### src/rtl/ysyx_22040895_ifu_pkg.sv
// ysyx_22040895_ifu_pkg: shared IFU state encodings, reset PC, nop word and decode field widths
package ysyx_22040895_ifu_pkg;
  localparam int XLEN_DEF = 64;
  localparam logic [63:0] RESET_PC_DEF = 64'h0000_0000_8000_0000;
  localparam logic [31:0] NOP = 32'h0000_0013;
  localparam int OPCODE_W = 7;
  localparam int FUNC3_W = 3;
  localparam int FUNC7_W = 7;
  typedef enum logic [1:0] {
    S_REQ  = 2'd0,
    S_WAIT = 2'd1,
    S_OUT  = 2'd2,
    S_TRAP = 2'd3
  } state_t;
endpackage

### src/rtl/ysyx_22040895_ifu_pc_reg.sv
// ysyx_22040895_pc_reg: PC register with next-PC mux (pc+4 or redirect target); ports clk, rst, load, jump, target in, pc out; YSYX_22040895_IFU_MISALIGN_EN keeps target low bits, otherwise they are forced to 00
module ysyx_22040895_pc_reg #(
  parameter int XLEN = 64,
  parameter logic [XLEN-1:0] RESET_PC = '0
) (
  input  logic            clk,
  input  logic            rst,
  input  logic            load,
  input  logic            jump,
  input  logic [XLEN-1:0] target,
  output logic [XLEN-1:0] pc
);
  logic [XLEN-1:0] tgt;
`ifdef YSYX_22040895_IFU_MISALIGN_EN
  assign tgt = target;
`else
  assign tgt = target & ~XLEN'(3);
`endif
  always_ff @(posedge clk) begin
    if (rst) pc <= RESET_PC;
    else if (load) pc <= jump ? tgt : pc + XLEN'(4);
  end
endmodule

### src/rtl/ysyx_22040895_ifu.sv
// ysyx_22040895_ifu: instruction fetch unit; imem req/resp in, inst/pc/fields out to decode, redirect in from execute, misalign_o_ifu trap flag (live only with YSYX_22040895_IFU_MISALIGN_EN)
module ysyx_22040895_ifu
  import ysyx_22040895_ifu_pkg::*;
#(
  parameter int XLEN = XLEN_DEF,
  parameter logic [XLEN-1:0] RESET_PC = XLEN'(RESET_PC_DEF)
) (
  input  logic                clk,
  input  logic                rst,
  output logic                imem_req_valid_o_ifu,
  input  logic                imem_req_ready_i_ifu,
  output logic [XLEN-1:0]     imem_addr_o_ifu,
  input  logic                imem_resp_valid_i_ifu,
  input  logic [31:0]         imem_resp_data_i_ifu,
  output logic                inst_valid_o_ifu,
  input  logic                inst_ready_i_ifu,
  output logic [31:0]         inst_o_ifu,
  output logic [XLEN-1:0]     pc_o_ifu,
  output logic [OPCODE_W-1:0] opcode_o_ifu,
  output logic [FUNC3_W-1:0]  func3_o_ifu,
  output logic [FUNC7_W-1:0]  func7_o_ifu,
  input  logic                jump_branch_i_ifu,
  input  logic [XLEN-1:0]     target_i_ifu,
  output logic                misalign_o_ifu
);
  state_t state;
  logic [31:0] inst;
  logic [XLEN-1:0] pc;
  logic misalign, trap, load;
`ifdef YSYX_22040895_IFU_MISALIGN_EN
  assign trap = jump_branch_i_ifu & |target_i_ifu[1:0];
`else
  assign trap = 1'b0;
`endif
  assign load = (state == S_OUT) & inst_ready_i_ifu;
  ysyx_22040895_pc_reg #(.XLEN(XLEN), .RESET_PC(RESET_PC)) u_pc (
    .clk(clk), .rst(rst), .load(load), .jump(jump_branch_i_ifu), .target(target_i_ifu), .pc(pc)
  );
  always_ff @(posedge clk) begin
    if (rst) begin
      state <= S_REQ;
      inst <= NOP;
      misalign <= 1'b0;
    end else begin
      case (state)
        S_REQ: if (imem_req_ready_i_ifu) state <= S_WAIT;
        S_WAIT: if (imem_resp_valid_i_ifu) begin
          inst <= imem_resp_data_i_ifu;
          state <= S_OUT;
        end
        S_OUT: if (inst_ready_i_ifu) begin
          state <= trap ? S_TRAP : S_REQ;
          misalign <= trap;
        end
        S_TRAP: state <= S_TRAP;
      endcase
    end
  end
  assign imem_req_valid_o_ifu = state == S_REQ;
  assign imem_addr_o_ifu = pc;
  assign inst_valid_o_ifu = state == S_OUT;
  assign inst_o_ifu = inst;
  assign pc_o_ifu = pc;
  assign opcode_o_ifu = inst[6:0];
  assign func3_o_ifu = inst[14:12];
  assign func7_o_ifu = inst[31:25];
  assign misalign_o_ifu = misalign;
endmodule
### config.mk
export PLATFORM = sky130hd
export DESIGN_NAME = ysyx_22040895_ifu
export DESIGN_NICKNAME = d
export VERILOG_FILES = /design/src/rtl/ysyx_22040895_ifu_pkg.sv /design/src/rtl/ysyx_22040895_ifu_pc_reg.sv /design/src/rtl/ysyx_22040895_ifu.sv
export SDC_FILE = /design/constraint.sdc
export NUM_CORES = 1
export LEC_CHECK = 0
export BUFFER_PORTS_ARGS = -buffer_cell sky130_fd_sc_hd__buf_4
export CAP_MARGIN = 20
export CORE_AREA = 4 4 160 162
export CTS_CLUSTER_DIAMETER = 80
export DETAILED_ROUTE_END_ITERATION = 10
export DIE_AREA = 0 0 164 166
export SYNTH_ARGS = -nofsm -noshare
export SYNTH_HDL_FRONTEND = slang
export SYNTH_HIERARCHICAL = 1
export SYNTH_SLANG_ARGS = --single-unit
### constraint.sdc
create_clock -name clk -period 2.53 [get_ports clk]
set_input_delay 0.506 -clock clk [delete_from_list [all_inputs] [get_ports clk]]
set_output_delay 0.506 -clock clk [all_outputs]
set_load 0.02 [all_outputs]
# --- Word level (Yosys, flattened, before mapping) ---
# Index checks and enable logic that the tools add are counted.
# Widths: inputs -> output; s select.
word_totals:
  ff_bits: 98
  inputBits: 102
  output_inout_bits: 180
  word_cells: 19
classes:
  n_addsub: 1
  eq_ne: 6
  n_mux: 5
  n_bitwise: 1
  n_reduce_logical: 3
ops:
  columns: ["op", "n"]
  rows:
  - ["$add 64x3->64 const B", 1]
  - ["$mux 64", 1]
  - ["$pmux 2 s4", 1]
  - ["$mux 2", 3]
  - ["$eq 2x2->1 const B", 2]
  - ["$ne 2x1->1 const B", 2]
  - ["$reduce_and 3->1", 1]
  - ["$eq 2x1->1 const B", 1]
  - ["$logic_not 2->1", 1]
  - ["$ne 2x2->1 const B", 1]
  - ["$reduce_and 2->1", 1]
  - ["$and 1x1->1", 1]

# --- Longest topological paths before layout ---
logic_depth:
  word_depth: 3
  ltp_mapped: 10
  depth_no_buf: 8

# --- By module ---
# Netlist, hierarchy kept.
modules_own_cells:
  columns: ["module", "n_inst", "cells_each", "area_each_um2", "seq_area_each_um2"]
  rows:
  - ["ysyx_22040895_pc_reg", 1, 538, 4052.6, 1241.2]
  - ["ysyx_22040895_ifu", 1, 245, 1905.6, 680.7]

# --- Worst setup path after synthesis ---
# OpenSTA, ideal clock, no wires.
synth_timing:
  kind: "reg2reg"
  from: "register u_pc.pc[4]"
  to: "register u_pc.pc[43]"
  setup_ns: 0.074
  arrival_time_ns: 2.737
  t_required_ns: 2.456
  slack_ns: -0.281
  path_stages_with_launch: 9
  path_buffers: 3
  period_less_slack_ns: 2.811
  cell_sequence: "dfxtp_1 > buf_4 > nand4_1 > or4_1 > buf_2 > or4_4 > buf_6 > or4_1 > a31oi_1"
synth_between:
  elab_chain_cells: 2
synth_lines:
  columns: ["element", "line", "rtl"]
  rows:
  - ["start: declaration", "ysyx_22040895_ifu_pc_reg.sv:11", "output logic [XLEN-1:0] pc"]
  - ["start signal: assignment", "ysyx_22040895_ifu_pc_reg.sv:21", "else if (load) pc <= jump ? tgt : pc + XLEN'(4);"]
  - ["$add 64x3->64", "ysyx_22040895_ifu_pc_reg.sv:21", null]
  - ["$mux 64", "ysyx_22040895_ifu_pc_reg.sv:21", null]
# Every way passes these cells.
# A chain may end at the register's enable or synchronous reset.

# --- Final worst setup path ---
layout_timing:
  from: "register u_pc.pc[11]"
  to: "register u_pc.pc[59]"
# Same word-level chain as after synthesis.

==> reports/results.txt <==
Outcome - finished, final reports clean
I/O pins - 282
Hpwl dp - 16760 um
Via Count - 6658
Leak Pwr - 3.433 nW
Worst Hold Launch - imem_resp_data_i_ifu[4]
Most frequent CP cell - or4_4
Placed Instance Area - 8119 um^2
Fill cells - 2558
Main synth FF type - dfxtp_1
Worst VDD drop - 0.3019 mV
Register Area - 1932 um^2
Crit-path cells - nand3_1 > or4_4 > or4_4 > or4b_1 > a31oi_1
CTS Buf Count - 9
Warnings, synthesis - 6
Worst path arrival time - 2.64 ns
Overall global routing resource usage - 15.56%
Core area - 24110 um^2
Sw Share - 32.80%
Drt pass-1 iters - 5
WL/cell - 16.89 um
Die W - 164 um
Multi-input logic area - 3133 um^2
Slowest cell on crit path - or4_4
HP Class - input port to flip-flop
Sink Count - 96
R2r startpoint - u_pc/pc[11]$_SDFFE_PP0P_
Synth cell types - 54
Final Hold Fails - 0
Drt drc - 0
Clk buf depth - 2
Nets - 1105
Post-Syn Area - 5958 um^2
Largest net degree at the start of global routing - 69
Worst Hold End - inst_o_ifu[4]$_SDFFE_PP1P_
Max-Cap Viols - 0
Detailed-route wire length - 22400 um
CP required - 2.81 ns
Synth Register Bits - 96
Synth-to-Final Area Change - 41.43%
Syn Inst Count - 783
Tot Pwr - 4.323 mW
Worst path max stage delay - 0.59 ns
Min cycle time layout - 2.366 ns
Final Setup Violations - 0
Total grt overflow - 0
N_diodes - 0
Clock Pin Slew Worst Setup and Hold Paths - 0.08 ns
Clock power share - 33.0%
PortBufs - 274
CTS tree - yes
Crit start category - flip-flop
Critical path class - flip-flop to flip-flop
Setup TNS - 0 ns
Internal power - 2.905 mW
Layout cells sized above 1 - 37.52%
Max-slew violations - 0
CP max FO - 12
Cell Rows - 57
Comb power frac - 27.1%
Worst r2r path cells - 5
Flop-to-flop setup slack - 0.16 ns
Sequential area share after synthesis - 32.26%
Initial antenna violation count - 0
Sw Pwr - 1.418 mW
Crit path max-delay family - simple AND/OR/NAND/NOR gates
Via-to-Cell Ratio - 5.021
Root Buffer - clkbuf_16
Power Dens Cells - 513.0 nW/um^2
Finished layout cell area - 8427 um^2
Worst Clk Skew - 0.009191 ns
Initial DRC count - 434
Die Y - 166 um
Fmax - 422.6 MHz
Placer Congestion - 0.8005
Initial Util - 24.72%
First-pass GRT wire length - 34560 um
Fin util - 34.96%
Vias in the first global route - 6395
Avg Inst Size Synth - 7.609 um^2
Reg-to-reg endpoint - u_pc/pc[59]$_SDFFE_PP0P_
RSZ-0062 raised after global routing - false
Ys async rst share - 0%
Worst path bufs/invs - 0
EDFF count, synth - 0
H-tree depth - 3
Hold Path Depth - 3
Crit. End Element - flip-flop
Post-DRT Antenna Nets - 0
Die area - 27220 um^2
Period utilisation layout - 93.53%
Clk_lat worst skew - 0.35 ns
Flop pwr share - 39.8%
[sequential cells by signal, summed over array words and instances, names as in the netlist]
register and count:
u_pc/pc 62, inst_o_ifu 32, state 2
[metrics by stage]
step | worst slack, ns | hold slack [ns] | std cells
floorplan | -0.07237 | 0.5342 | 784
global placement | 0.03752 | 0.4427 | 1310
detailed placement | 0.02823 | 0.4470 | 1310
CTS | 0.01475 | 0.3535 | 1326
global route | 0.01102 | 0.3766 | 1326
finish | 0.1636 | 0.3740 | 1326
[Yosys cell counts (all sizes together) (7+ instances only)]
cell	number	area, um^2
o211ai	22	165.2
buf	96	693.2
o21ai	26	130.1
mux2i	10	100.1
a22oi	27	202.7
and2	8	51.30
nor3	11	55.05
o22ai	7	43.79
a21oi	63	315.3
inv	16	60.06
dfxtp	96	1922
or4	18	138.9
nand3	27	135.1
a31oi	20	125.1
and4	8	70.07
nor2	35	131.4
and3	12	75.07
nand2	115	431.7
a211oi	13	97.59
or3	11	68.82
nand4	25	156.4
clkbuf	43	161.4
[routing by layer]
| metal | up-vias | track usage (%) | share of wire [%] |
|---|---|---|---|
| met3 | 20 | 3.698 | 8.3 |
| met5 | - | 0 | 0 |
| met2 | 278 | 25.49 | 47 |
| li1 | 3214 | - | - |
| met1 | 3146 | 20.61 | 44 |
| met4 | 0 | 3.902 | 1.3 |
[repair_timing]
action	CTS	global route
endpoints found under the hold margin	0	0
resized for setup	0	2
buffers inserted	0	0
endpoints found under the setup margin	0	5
hold buffers	0	0
[kinds of logic after synthesis]
| logic type | Yosys count | synth area share, % |
|---|---|---|
| flops | 96 | 32.26 |
| fa+ha+maj | 6 | 1.260 |
| other cells | 2 | 0.1260 |
| buf+inv | 157 | 15.48 |
| compound gates | 220 | 24.28 |
| simple gates | 289 | 24.36 |
| mux | 13 | 2.247 |
[worst max path at each step]
stage,depth (start not counted),startpoint,slack [ns],endpoint
floorplan,8,u_pc/pc[4]$_SDFFE_PP0P_,-0.07,u_pc/pc[43]$_SDFFE_PP0P_
global placement,5,u_pc/pc[4]$_SDFFE_PP0P_,0.04,u_pc/pc[59]$_SDFFE_PP0P_
detailed placement,5,u_pc/pc[4]$_SDFFE_PP0P_,0.03,u_pc/pc[59]$_SDFFE_PP0P_
CTS,5,u_pc/pc[4]$_SDFFE_PP0P_,0.01,u_pc/pc[59]$_SDFFE_PP0P_
global route,8,u_pc/pc[2]$_SDFFE_PP0P_,0.01,u_pc/pc[48]$_SDFFE_PP0P_
finish,5,u_pc/pc[11]$_SDFFE_PP0P_,0.16,u_pc/pc[59]$_SDFFE_PP0P_
[cell type report]
class,count,share of cell area (%)
clock buffers,9,2.673
clock inverters,7,0.9354
inverters,18,0.8018
multi-input cells,531,37.18
flip-flops and latches,96,22.92
well taps,324,4.811
repair buffers,341,30.68
[worst register-to-register path: stages, from the launching register on]
cell     delay, ns
dfxtp_1       0.34
nand3_1       0.10
or4_4         0.57
or4_4         0.59
or4b_1        0.54
a31oi_1       0.16
[power by group through the flow]
| stage | sequential (mW) | combinational, mW | clock, mW |
|---|---|---|---|
| 2_1_floorplan | 1.87 | 0.604 | 0 |
| 5_1_grt | 1.74 | 1.28 | 1.54 |
| 6_report | 1.72 | 1.17 | 1.43 |
| 3_5_place_dp | 1.76 | 1.18 | 0 |
| 3_3_place_gp | 1.75 | 1.17 | 0 |
| 4_1_cts | 1.72 | 1.19 | 1.49 |
[layout by cell type (no fill, tap or decap), types with 5 or more instances in the layout]
cell type / Yosys / final
dfxtp_1: 96 / 90
nor4_1: 6 / 5
nor2_1: 35 / 35
o211ai_1: 22 / 22
o31ai_1: 5 / 5
nand2_1: 115 / 115
or3_1: 11 / 11
inv_1: 16 / 16
o22ai_1: 7 / 7
and2_1: 7 / 7
nand4_1: 25 / 25
dfxtp_2: 0 / 5
nor3_1: 11 / 10
a31o_2: 5 / 5
nand3_1: 27 / 27
o21ai_0: 26 / 26
buf_4: 85 / 339
a211oi_1: 13 / 13
a21oi_1: 63 / 63
a31oi_1: 20 / 20
a22oi_1: 27 / 27
mux2i_1: 10 / 10
and4_1: 8 / 8
or4_1: 17 / 16
and3_1: 12 / 12
clkbuf_16: 0 / 9
ha_1: 6 / 6
No activity file was read; power rests on OpenSTA's default activity.
